[config.mk]
export PLATFORM = sky130hd
export DESIGN_NAME = adder_seq
export DESIGN_NICKNAME = d
export VERILOG_FILES = /design/src/rtl/adder_seq.sv
export SDC_FILE = /design/constraint.sdc
export NUM_CORES = 1
export LEC_CHECK = 0
export BUFFER_PORTS_ARGS = -buffer_cell sky130_fd_sc_hd__buf_4
export CORE_MARGIN = 4
export CORE_UTILIZATION = 56
export DETAILED_ROUTE_END_ITERATION = 10
export HOLD_SLACK_MARGIN = 0.12
export PLACE_DENSITY = 0.8
export SLEW_MARGIN = 15
export SYNTH_ARGS = -nofsm -noshare
export SYNTH_HDL_FRONTEND = slang
export SYNTH_SLANG_ARGS = --single-unit
[constraint.sdc]
create_clock -name clk -period 4.2 [get_ports clk]
set_input_delay 0.84 -clock clk [delete_from_list [all_inputs] [get_ports clk]]
set_output_delay 0.84 -clock clk [all_outputs]
set_load 0.01 [all_outputs]
[src/rtl/adder_seq.sv]
// Nibble-serial adder/subtractor: one 4-bit ripple-carry slice walks the operands
// LSB nibble first, then publishes sum, carry-out and signed overflow in DONE.
module adder_seq #(
    parameter int NIBBLES = 4
) (
    input  logic                 clk,
    input  logic                 rst_n,
    input  logic                 req_valid,
    output logic                 req_ready,
    input  logic [4*NIBBLES-1:0] op_a,
    input  logic [4*NIBBLES-1:0] op_b,
    input  logic                 op_cin,
    input  logic                 op_sub,
    output logic                 rsp_valid,
    input  logic                 rsp_ready,
    output logic [4*NIBBLES-1:0] rsp_sum,
    output logic                 rsp_cout,
    output logic                 rsp_ovf,
    output logic                 busy
);
    localparam int W  = 4 * NIBBLES;
    localparam int CW = $clog2(NIBBLES);
    localparam logic [CW-1:0] LAST = CW'(NIBBLES - 1);

    typedef enum logic [1:0] {IDLE, RUN, DONE} state_t;

    state_t        state;
    logic [CW-1:0] cnt;
    logic          fin;
    logic          carry;
    logic          sub_r;
    logic [W-1:0]  a_r, b_r, acc;

    logic [W-1:0]  b_eff, a_sh, b_sh;
    logic [3:0]    ns;
    logic [4:0]    rc;

    // Current nibble is brought down to bit 0 and fed through a 4-bit ripple chain.
    always_comb begin
        b_eff = sub_r ? ~b_r : b_r;
        a_sh  = a_r >> {cnt, 2'b00};
        b_sh  = b_eff >> {cnt, 2'b00};
        rc    = '0;
        ns    = '0;
        rc[0] = carry;
        for (int i = 0; i < 4; i++) begin
            ns[i]   = a_sh[i] ^ b_sh[i] ^ rc[i];
            rc[i+1] = (a_sh[i] & b_sh[i]) | (rc[i] & (a_sh[i] ^ b_sh[i]));
        end
    end

    always_ff @(posedge clk or negedge rst_n) begin
        if (!rst_n) begin
            state     <= IDLE;
            req_ready <= 1'b1;
            rsp_valid <= 1'b0;
            busy      <= 1'b0;
            cnt       <= '0;
            fin       <= 1'b0;
            carry     <= 1'b0;
            sub_r     <= 1'b0;
            a_r       <= '0;
            b_r       <= '0;
            acc       <= '0;
            rsp_sum   <= '0;
            rsp_cout  <= 1'b0;
            rsp_ovf   <= 1'b0;
        end else begin
            case (state)
                IDLE: if (req_valid) begin
                    a_r       <= op_a;
                    b_r       <= op_b;
                    sub_r     <= op_sub;
                    carry     <= op_sub ? 1'b1 : op_cin;
                    cnt       <= '0;
                    fin       <= 1'b0;
                    state     <= RUN;
                    req_ready <= 1'b0;
                    busy      <= 1'b1;
                end
                RUN: if (!fin) begin
                    for (int i = 0; i < NIBBLES; i++)
                        if (cnt == CW'(i)) acc[i*4 +: 4] <= ns;
                    carry <= rc[4];
                    // Counter parks on the last nibble; fin marks the publish cycle.
                    if (cnt == LAST) fin <= 1'b1;
                    else             cnt <= cnt + 1'b1;
                end else begin
                    rsp_sum   <= acc;
                    rsp_cout  <= carry;
                    rsp_ovf   <= (a_r[W-1] == b_eff[W-1]) && (acc[W-1] != a_r[W-1]);
                    fin       <= 1'b0;
                    state     <= DONE;
                    rsp_valid <= 1'b1;
                end
                DONE: if (rsp_ready) begin
                    state     <= IDLE;
                    rsp_valid <= 1'b0;
                    busy      <= 1'b0;
                    req_ready <= 1'b1;
                end
                default: begin
                    state     <= IDLE;
                    rsp_valid <= 1'b0;
                    busy      <= 1'b0;
                    req_ready <= 1'b1;
                end
            endcase
        end
    end
endmodule
==> impl_results.md <==
- Max_slew headroom: 38.1%
- CTS tree: done
- Setup CP Type: register to register
- Num CTS Buffers: 9
- Vias: 2010
- Internal Pwr Total: 2.34 mW
- Gpl congestion: 0.780
- Distinct cells, synth: 35
- RSZ-0062 raised after global routing: no
- Largest net degree at the start of global routing: 77
- Finish-stage setup viols: 0
- Synth area leader: dfrtp_1
- Die height: 86.7 µm
- Most common library cells after synthesis: dfrtp_1 (75), mux2_1 (36), mux2_2 (21)
- Comb pwr share: 44.9%
- Antenna-violating nets left: 0
- Global-route wire length before repair: 10400 µm
- CTS sink cnt: 76
- Nets: 340
- Setup Skew: 0.00581 ns
- Fill cell count: 443
- Top-count cell post-synth: dfrtp_1
- Wire per inst: 16.3 µm
- Post-CTS Setup Inserts: 0
- Cell Pwr Density: 877 nW/µm²
- Yosys Warn Count: 0
- Met2 usage: 29.6%
- #FFs+latches synth: 76
- Hpwl dp: 4260 µm
- Switching share of power: 35.4%
- NetSw: 1.29 mW
- Final TNS setup: 0 ns
- Dominant synthesized flop cell: dfrtp_1
- Total Routing Usage GR: 18.4%
- PortBufs: 58
- CP most frequent cell: fa_1
- Total gr overflow: 0
- Ys async rst share: 100%
- Vias in the first global route: 2127
- Max Cap Viol: 0
- Layout cells sized above 1: 38.5%
- Flop pwr share: 38.2%
- First-pass DRT Iterations: 4
- Area after DPL: 3910 µm²
- N_diodes: 0
- Top Ports: 59
- Clk root buf: clkbuf_8
- Chip width: 86.7 µm
- Row cnt: 28
- Resized cells post-CTS: 0
- FMAX: 0.317 GHz
- CP delay by family, top: adder cells
- DRC: 0
- Worst-margin pin slew: 0.929 ns
- Initial antenna violation count: 0
- Clk slew on worst S/H paths: 0.08 ns
- WP data required: 4.43 ns
- GR peak layer: met2
- DR iter-0 viols: 92
- Slowest cell on the critical path: dfrtp_1
- Max VDD drop: 0.456 mV
- Placeable Area: 5960 µm²
- Outcome: finished, final reports clean
- Area grow syn2layout: 19.2%
- Syn nets: 282
- WP buf/inv: 3
- Endpoints failing hold: 0
- Die footprint: 7520 µm²
- Max stage delay on crit path: 0.65 ns
- CP arrival: 3.38 ns
- EDFF count, synth: 0
- Clk pwr share: 16.9%
- Clk buf depth: 2
- Cell Chain, Critical Path: mux4_2 -> xnor2_1 -> fa_1 -> inv_1 -> fa_1 -> inv_1 -> fa_1 -> inv_1 -> fa_1 -> mux2_1
- Starting Density: 58.3%
- H-tree levels: 3
- Crit start category: register
- Final Slew Violations: 0
- Crit-path max FO: 13
- Mapped cell area: 3470 µm²
- Final Critical Period: 3.15 ns
- Syn avg cell area: 14.7 µm²
- CP endpoint kind: register
- Design Area, Final: 4140 µm²
- Hold buffer count at cts: 0
- Routed WL: 6080 µm
- Routed vias/inst: 5.37
- Post-Syn Instances: 236
- Hold_sp: acc[14]
- Clock Latency Late Sink: 0.34 ns
- Met3 GRT Util: 5.89%
- Critical R2R Launch: cnt[1]
- Met1 usage: 23.5%
- Leak: 1.89 nW
- Hold crit path type: register to register
- Critical Path Source: cnt[1]
- Synth top area share: 54.1%
- Synth area leaders: dfrtp_1 (54%), mux2_1 (12%), mux2_2 (6.8%), mux4_2 (5.2%), nand4bb_4 (2.4%)
- Period utilisation layout: 75.0%
- Sequential share of the synthesized area: 54.8%
[worst reg2reg max path: stages, from the launching register on]
cell and delay [ns]:
dfrtp_1 0.65, mux4_2 0.41, xnor2_1 0.16, fa_1 0.36, inv_1 0.07, fa_1 0.15
inv_1 0.05, fa_1 0.35, inv_1 0.07, fa_1 0.46, mux2_1 0.31
[sequential cells by signal (all words and copies together), names as in the netlist, 2 cells and up]
signal,flops
a_r,16
b_r,16
rsp_sum,16
acc,16
state,2
cnt,2
[per-layer routing]
metal / wire length [µm] / vias up / part of all wire [%]
met1: 2630 / 1009 / 43
met2: 2990 / 52 / 49
met3: 373 / 7 / 6.1
met4: 85 / 0 / 1.4
met5: 0 / - / 0
li1: - / 942 / -
[cell type report]
| class | instances | area, µm² | share of cell area [%] |
|---|---|---|---|
| multi-input combinational | 137 | 1430 | 34.5 |
| clock inverter | 6 | 86.3 | 2.09 |
| inverter | 10 | 37.5 | 0.907 |
| sequential | 76 | 1900 | 46.0 |
| timing repair buffer | 60 | 450 | 10.9 |
| tap | 75 | 93.8 | 2.27 |
| clock buffer | 10 | 138 | 3.33 |
[path summary, 6_finish.rpt]
path                       endpoint  slack [ns]  cells after the start
max                          acc[7]        1.05                     10
min                         acc[14]        0.49                      2
max reg2reg                  acc[7]        1.05                     10
min reg2reg                 acc[14]        0.49                      2
max in group asynchronous   b_r[13]        2.97                      1
min in group asynchronous   rsp_ovf        0.64                      1
[layout by cell type, fill, tap and decap left out]
cell,count
a211oi_4,1
a21o_1,1
a21oi_1,4
buf_4,60
bufinv_16,2
clkbuf_8,10
clkinv_2,2
clkinvlp_4,1
dfrtp_1,75
dfstp_2,1
fa_1,4
ha_1,4
inv_1,10
inv_6,1
mux2_1,36
mux2_2,21
mux2i_1,3
mux4_2,8
nand2_1,15
nand2b_1,2
nand3_1,1
nand3b_4,1
nand4bb_1,1
nand4bb_4,3
nor2_1,2
nor2_2,1
nor2b_1,2
nor3_1,2
nor3b_4,1
o211ai_1,2
o21ai_0,13
o221ai_1,1
or2_0,1
or2_2,1
or3b_4,1
xnor2_1,3
xor2_1,2
[power by group through the flow]
| stage | logic, mW | clock network, mW | registers (mW) |
|---|---|---|---|
| floorplan | 1.23 | 0 | 1.32 |
| global placement | 1.57 | 0 | 1.38 |
| detailed placement | 1.64 | 0 | 1.40 |
| CTS | 1.66 | 0.630 | 1.39 |
| global route | 1.83 | 0.672 | 1.44 |
| finish | 1.63 | 0.615 | 1.38 |
[through the flow]
step | util [%] | hold slack, ns | std cells | total power, mW | worst slack [ns]
final | 69.5 | 0.485 | 374 | 3.63 | 1.05
after global routing | 69.5 | 0.508 | 374 | 3.94 | 0.885
after CTS | 69.5 | 0.489 | 374 | 3.68 | 1.03
after detailed placement | 65.7 | 0.471 | 358 | 3.04 | 1.06
after global placement | 65.7 | 0.459 | 358 | 2.95 | 1.11
after floorplan | - | 0.446 | 236 | 2.55 | 1.08
[cells by family after synthesis]
logic type	share of synthesized area (%)
DFF	54.8
buffers and inverters	4.00
adders and majority gates	3.75
xor gates and xnor gates	1.26
muxes	24.5
and+or+nand+nor	7.68
AOI/OAI and AO/OA	3.93
No activity file was read; power rests on OpenSTA's default activity.
